[src/rtl/pwm_shadow.sv]
// Edge-aligned PWM with a double-buffered duty register; new duty values land only on period boundaries.
// Defining PWMSHADOW_PRESC_EN builds a free-running prescaler that gates the count tick.
module pwm_shadow #(
    parameter int dutyBits  = 3,
    parameter int prescBits = 2
) (
    input  logic                clk,
    input  logic                rstn,
    input  logic [dutyBits-1:0] duty,
    input  logic                duty_valid,
    output logic                duty_ready,
    output logic                out,
    output logic                period_start
);
    logic [dutyBits-1:0] r_cnt;
    logic [dutyBits-1:0] r_active;
    logic [dutyBits-1:0] r_shadow;
    logic                r_pending;
    logic                w_tick;
    logic                w_wrap;
    logic                w_accept;

`ifdef PWMSHADOW_PRESC_EN
    logic [prescBits-1:0] r_presc;

    always_ff @(posedge clk or negedge rstn) begin
        if (!rstn) begin
            r_presc <= '0;
        end else begin
            r_presc <= r_presc + 1'b1;
        end
    end

    assign w_tick = &r_presc;
`else
    // prescBits has no effect here; every clk is a count tick.
    assign w_tick = (prescBits > 0) || 1'b1;
`endif

    assign duty_ready = ~r_pending;
    assign w_accept   = duty_valid && !r_pending;
    assign w_wrap     = w_tick && (r_cnt == '1);

    always_ff @(posedge clk or negedge rstn) begin
        if (!rstn) begin
            r_cnt        <= '0;
            r_active     <= '0;
            r_shadow     <= '0;
            r_pending    <= 1'b0;
            out          <= 1'b0;
            period_start <= 1'b0;
        end else begin
            if (w_tick) begin
                r_cnt <= r_cnt + 1'b1;
            end
            out          <= (r_cnt < r_active);
            period_start <= w_tick && (r_cnt == '0);
            // A queued value wins at the wrap; with nothing queued, a same-cycle accept bypasses the shadow.
            if (w_wrap) begin
                if (r_pending) begin
                    r_active  <= r_shadow;
                    r_pending <= 1'b0;
                end else if (w_accept) begin
                    r_active <= duty;
                end
            end else if (w_accept) begin
                r_shadow  <= duty;
                r_pending <= 1'b1;
            end
        end
    end
endmodule

[config.mk]
export PLATFORM = sky130hd
export DESIGN_NAME = pwm_shadow
export DESIGN_NICKNAME = d
export VERILOG_FILES = /design/src/rtl/pwm_shadow.sv
export SDC_FILE = /design/constraint.sdc
export NUM_CORES = 1
export LEC_CHECK = 0
export CORE_AREA = 2 2 39 41
export DETAILED_ROUTE_END_ITERATION = 8
export DIE_AREA = 0 0 41 43
export HOLD_SLACK_MARGIN = 0.08
export PLACE_DENSITY = 0.71
export RECOVER_POWER = 25
export SETUP_SLACK_MARGIN = 0.05
export SYNTH_ARGS = -nofsm -noshare
export SYNTH_HDL_FRONTEND = slang
export SYNTH_SLANG_ARGS = --single-unit
[constraint.sdc]
create_clock -name clk -period 1.8 [get_ports clk]
set_input_delay 0.54 -clock clk [delete_from_list [all_inputs] [get_ports clk]]
set_output_delay 0.54 -clock clk [all_outputs]
set_load 0.1 [all_outputs]
==> results.md <==
* Status: finished clean
* # diodes at 0
* Worst Max-Slew Pin Slew at 0.519 ns
* Setup violators final at 0
* Hold path start: r_cnt[2]
* Max Freq at 0.608 GHz
* Reg2reg end: r_shadow[0]
* Number of fill cells at 127
* Share of post-route cells with drive strength above 1 at 20.0%
* Core Region at 0.00138 mm^2
* CTS resizes at 0
* CTS Root Cell: clkbuf_4
* Worst path max stage delay at 0.45 ns
* FF-to-FF setup slack at 0.18 ns
* Routed vias/inst at 5.20
* Leakage at 0.320 nW
* Initial antenna violation count at 0
* Post-Syn Instances at 43
* VDD IR max at 0.389 mV
* DRT iter0 DRCs at 6
* Largest net degree at the start of global routing at 13
* DP Wirelength at 705 um
* Crit path buf inv count at 2
* Post-Synthesis Cell Area at 527 um^2
* H-tree levels at 1
* FF-to-FF Start: r_cnt[0]
* Worst Path Max Fanout at 4
* Slowest CP cell: dfrtp_1
* Clock skew at 0.0116 ns
* GPL Wtd Cong at 0.701
* Bufs on Longest Clock Path at 2
* Met1 Use GR at 15.0%
* DRC viols at 0
* NumNets Final at 68
* Hold buffers post-CTS at 0
* Final ANT Viol Nets at 0
* Std-Cell Rows at 14
* Most frequent cells in the layout: dfrtp_1 (12), o22ai_1 (6), inv_1 (5), ha_1 (5)
* Worst Setup End Kind: output port
* Area of the multi-input gates at 208 um^2
* DR WL/cell at 13.3 um
* Met3 Resource Use GR at 6.28%
* PwrDens at 862 mW/mm^2
* GR Util All Layers at 13.8%
* Sequential area share after synthesis at 57.0%
* Relative slew slack at 65.3%
* Final min period at 1.64 ns
* Worst skew pair latency at 0.27 ns
* Hold crit path type: reg2reg
* Drt pass-1 iters at 4
* Initial Util at 38.1%
* Tcrit/Tclk final at 91.3%
* Area Growth Syn to Fin at 30.4%
* Drt total wl at 944 um
* Vias at 369
* Synth Net Count at 54
* DIE HEIGHT at 43 um
* Die area at 0.00176 mm^2
* I/O pins at 9
* Setup CP Type: reg2out
* Final Hold Viols at 0
* Most common cell after layout, fill and taps aside: dfrtp_1
* First-pass GRT wire length at 1510 um
* Req. time, crit path at 1.26 ns
* GRT overflow at 0
* Hold Path Stages at 1
* Avg Inst Size Synth at 12.3 um^2
* Max-cap violations at 0
* Met2 Track Usage GR at 19.1%
* Kind of cell adding the most delay to the critical path: flip-flops
* R2R depth at 4
* Critical path, cell by cell: inv_1 -> buf_12
* Yosys warning total at 0
* Vias in the first global route at 363
* Max-slew violation count at 0
* Crit path DAT at 1.10 ns
* FF/Latch Area at 300 um^2
* Clock-pin transition on the worst setup and hold timing paths at 0.08 ns
* WHS Endpoint: period_start
* Hold Worst Slack at 0.470 ns
* Post-synth cell types at 12
* TNS Setup at 0 ns
* Cts bufs inserted at 3
* Clock tree sinks at 12
* PortBufs at 8
* Busiest grt layer: met2
* RSZ-0062 raised after global routing: false
* Seq cells post-synth at 12
* Die W at 41 um
* CTS tree: done
* Crit start category: flip-flop
* Post-CTS setup buffers at 0
==> per-stage QoR <==
stage	cells	setup WS, ns	instance area (um^2)	power (mW)	utilization [%]
2_1_floorplan	43	0.205	527	0.386	-
3_3_place_gp	68	0.0855	664	0.433	48.0
3_5_place_dp	68	0.0520	664	0.437	48.0
4_1_cts	71	0.157	687	0.602	49.6
5_1_grt	71	0.116	687	0.624	49.6
6_report	71	0.156	687	0.592	49.6
==> worst max-delay path by stage <==
stage                    start          end  slack [ns]  cells after the start
detailed placement  duty_valid  r_shadow[0]        0.05                      3
CTS                  r_pending   duty_ready        0.16                      2
finish               r_pending   duty_ready        0.16                      2
global placement    duty_valid  r_shadow[2]        0.09                      3
global route         r_pending   duty_ready        0.12                      2
floorplan            r_pending   duty_ready        0.21                      1
==> Yosys cell counts <==
cell | instances | area [um^2]
nand2b_1 | 1 | 6.26
a21oi_1 | 4 | 20.0
nand2_1 | 2 | 7.51
nor2_1 | 2 | 7.51
nor3b_4 | 1 | 18.8
ha_1 | 5 | 62.6
o22ai_1 | 6 | 37.5
dfrtp_1 | 12 | 300
inv_1 | 5 | 18.8
nor2b_1 | 1 | 6.26
mux2_2 | 3 | 33.8
a21o_1 | 1 | 7.51
==> worst register-to-register path, delay by kind of cell (launching register included) <==
kind          cells  cell delay (ns)
fa+ha+maj         2             0.49
simple gates      1             0.26
mux               1             0.36
flops             1             0.40
==> layer usage <==
layer	up-vias	wire [um]	part of all wire, %
met5	-	0	0
met4	0	22	2.3
met3	2	77	8.2
met2	23	431	46
met1	169	413	44
li1	175	-	-
==> layout make-up <==
class	count	area share [%]
Sequential cell	12	43.7
Multi-Input combinational cell	26	30.2
Timing Repair Buffer	9	17.1
Clock buffer	3	3.28
Tap cell	16	2.91
Inverter	5	2.73
==> report_power, final <==
group,internal (mW),total (mW),switching [mW]
clock network,0.0774,0.161,0.0835
registers,0.295,0.315,0.0208
logic,0.0556,0.116,0.0604
total,0.428,0.592,0.165
==> sequential cells by signal (all words and copies together), names as in the netlist <==
name          count
r_active          3
r_cnt             3
r_shadow          3
out               1
period_start      1
r_pending         1
==> cells by family after synthesis <==
kind of cell             Yosys count  share of synthesized area (%)
AO/OA/AOI/OAI                     11                           12.4
adder cells (fa/ha/maj)            5                           11.9
flip-flops                        12                           57.0
multiplexers                       3                           6.41
buffers and inverters              5                           3.56
AND/OR/NAND/NOR                    7                           8.79
(Power assumes the default switching activity.)
==> RTL change: new RTL, same flow settings <==
Add a define of `PWMSHADOW_PRESC_EN`.
--- a/src/rtl/pwm_shadow.sv
+++ b/src/rtl/pwm_shadow.sv
@@ -1,5 +1,7 @@
 // Edge-aligned PWM with a double-buffered duty register; new duty values land only on period boundaries.
 // Defining PWMSHADOW_PRESC_EN builds a free-running prescaler that gates the count tick.
+`define PWMSHADOW_PRESC_EN
+
 module pwm_shadow #(
     parameter int dutyBits  = 3,
     parameter int prescBits = 2
Check against the original RTL: not equivalent (Yosys sat finds a counterexample within 4 cycles, from zero or initial values and one cycle with rstn low).
==> RTL change against the original RTL <==
- first-iteration DRC count up 33%
- count of clock-buffer cells in the layout increased by 1
- wire length down 2.4%
- total power up 12%
- via count is 4.9% higher
- area after synthesis is 28% higher
- synthesized cell count is 23% higher
- final area grew 20%
- clock power increased by 39%
- register-to-register slack better by 0.16 ns
- non-clock buffer count is the same
- sequential cell count up 2
- hold slack worse by 0.034 ns
- setup slack better by 0.013 ns
- largest power group unchanged
- highest routed layer unchanged
==> RTL change: results <==
export IMPL_grt_pass1_wl_mm=1.718
export IMPL_pg_clk_mw=0.223
export IMPL_p_seq_mw=0.347
export IMPL_synth_yosys_seq_area_share=0.5185
export IMPL_synth_compound_area_share=0.07778
export IMPL_final_layout_size_suffix_gt1_frac=0.2344
export IMPL_ff2ff_path_depth=5
export IMPL_clock_skew_ns=0.003554
export IMPL_p_comb_mw=0.0933
export IMPL_wl_um=921
export IMPL_nets=77
export IMPL_ys_types=19
export IMPL_max_slew_margin=0.5298
export IMPL_synth_mux_area_frac=0.1278
export IMPL_synth_xor_area_share=0.01296
export IMPL_top_regs="r_active (3), r_cnt (3), r_shadow (3)"
export IMPL_cellInternalPower_mw=0.5046
export IMPL_dpl_hpwl_um=730.4
export IMPL_drt_iter0_drc=8
export IMPL_critPathMaxStageDelay_ns=0.48
export IMPL_synthTopCellsByArea="dfrtp_1, ha_1, mux2_4, mux2i_1, buf_6"
export IMPL_async_reset_ff_frac=1.000
export IMPL_gp_routability_congestion=0.6561
export IMPL_irDropWorstVdd_v=0.0005054
export IMPL_crit_fanout=6
export IMPL_outcome="complete, no violations"
export IMPL_clock_latency_ns=0.28
export IMPL_startpoint="r_pending"
export IMPL_r2r_start="r_cnt[0]"
export IMPL_hold_start="r_presc[0]"
export IMPL_grt_max_degree=15
export IMPL_synth_fa_ha_area_frac=0.1111
export IMPL_antenna_found_initial=0
export IMPL_syn_nets=65
export IMPL_vias=387
export IMPL_postCtsSetupBuffers=0
export IMPL_grtUsageTotal=0.1546
export IMPL_yosys_warnings=0
export IMPL_grt_pass1_vias=406
export IMPL_hp_class="register to register"
export IMPL_crit_family="flip-flops"
export IMPL_p_leak_nw=0.4327
export IMPL_synthTopCellsByCount="dfrtp_1, ha_1, inv_1, nand2_1, o21ai_0"
export IMPL_fillers=123
[RTL change: cell types whose count changed after synthesis, moves of 3 or more]
cell	before	now
a21oi_1	4	1
nand2_1	2	5
o21ai_0	0	4
o22ai_1	6	0
mux2i_1	0	3
mux2_4	0	3
[RTL change: area by class of cell]
type                       count  area, um2  share of cell area
sequential                    14      350.3              0.4255
timing repair buffer           9      113.9              0.1383
clock buffer                   4      36.28             0.04407
tap                           16      20.02             0.02432
multi-input combinational     31      280.3              0.3404
inverter                       6      22.52             0.02736
[RTL change: metrics by stage]
| step | cells | setup slack (ns) | util | area [um2] |
|---|---|---|---|---|
| floorplan | 53 | 0.3561 | - | 675.6 |
| global placement | 76 | 0.1580 | 0.5714 | 790.8 |
| detailed placement | 76 | 0.1491 | 0.5714 | 790.8 |
| CTS | 80 | 0.1571 | 0.5976 | 827.0 |
| global route | 80 | 0.1189 | 0.5949 | 823.3 |
| finish | 80 | 0.1687 | 0.5949 | 823.3 |
[RTL change: cell families after synthesis]
family                   after synthesis
flip-flops                            14
adder cells (fa/ha/maj)                6
multiplexers                           7
AO/OA/AOI/OAI                          8
buffers and inverters                  8
AND/OR/NAND/NOR                        9
XOR/XNOR                               1
[RTL change: worst paths after layout]
kind	endpoint	slack (ns)
min	r_presc[0]	0.44
min reg2reg	r_presc[0]	0.44
max in group asynchronous	period_start	0.54
max	duty_ready	0.17
max reg2reg	r_shadow[1]	0.34
min in group asynchronous	r_shadow[0]	0.81
[RTL change: metal layers]
metal  track usage  part of all wire
met1        0.2055              0.46
met2        0.1906              0.46
met3       0.04712             0.037
met4        0.1400             0.035
met5             0                 0
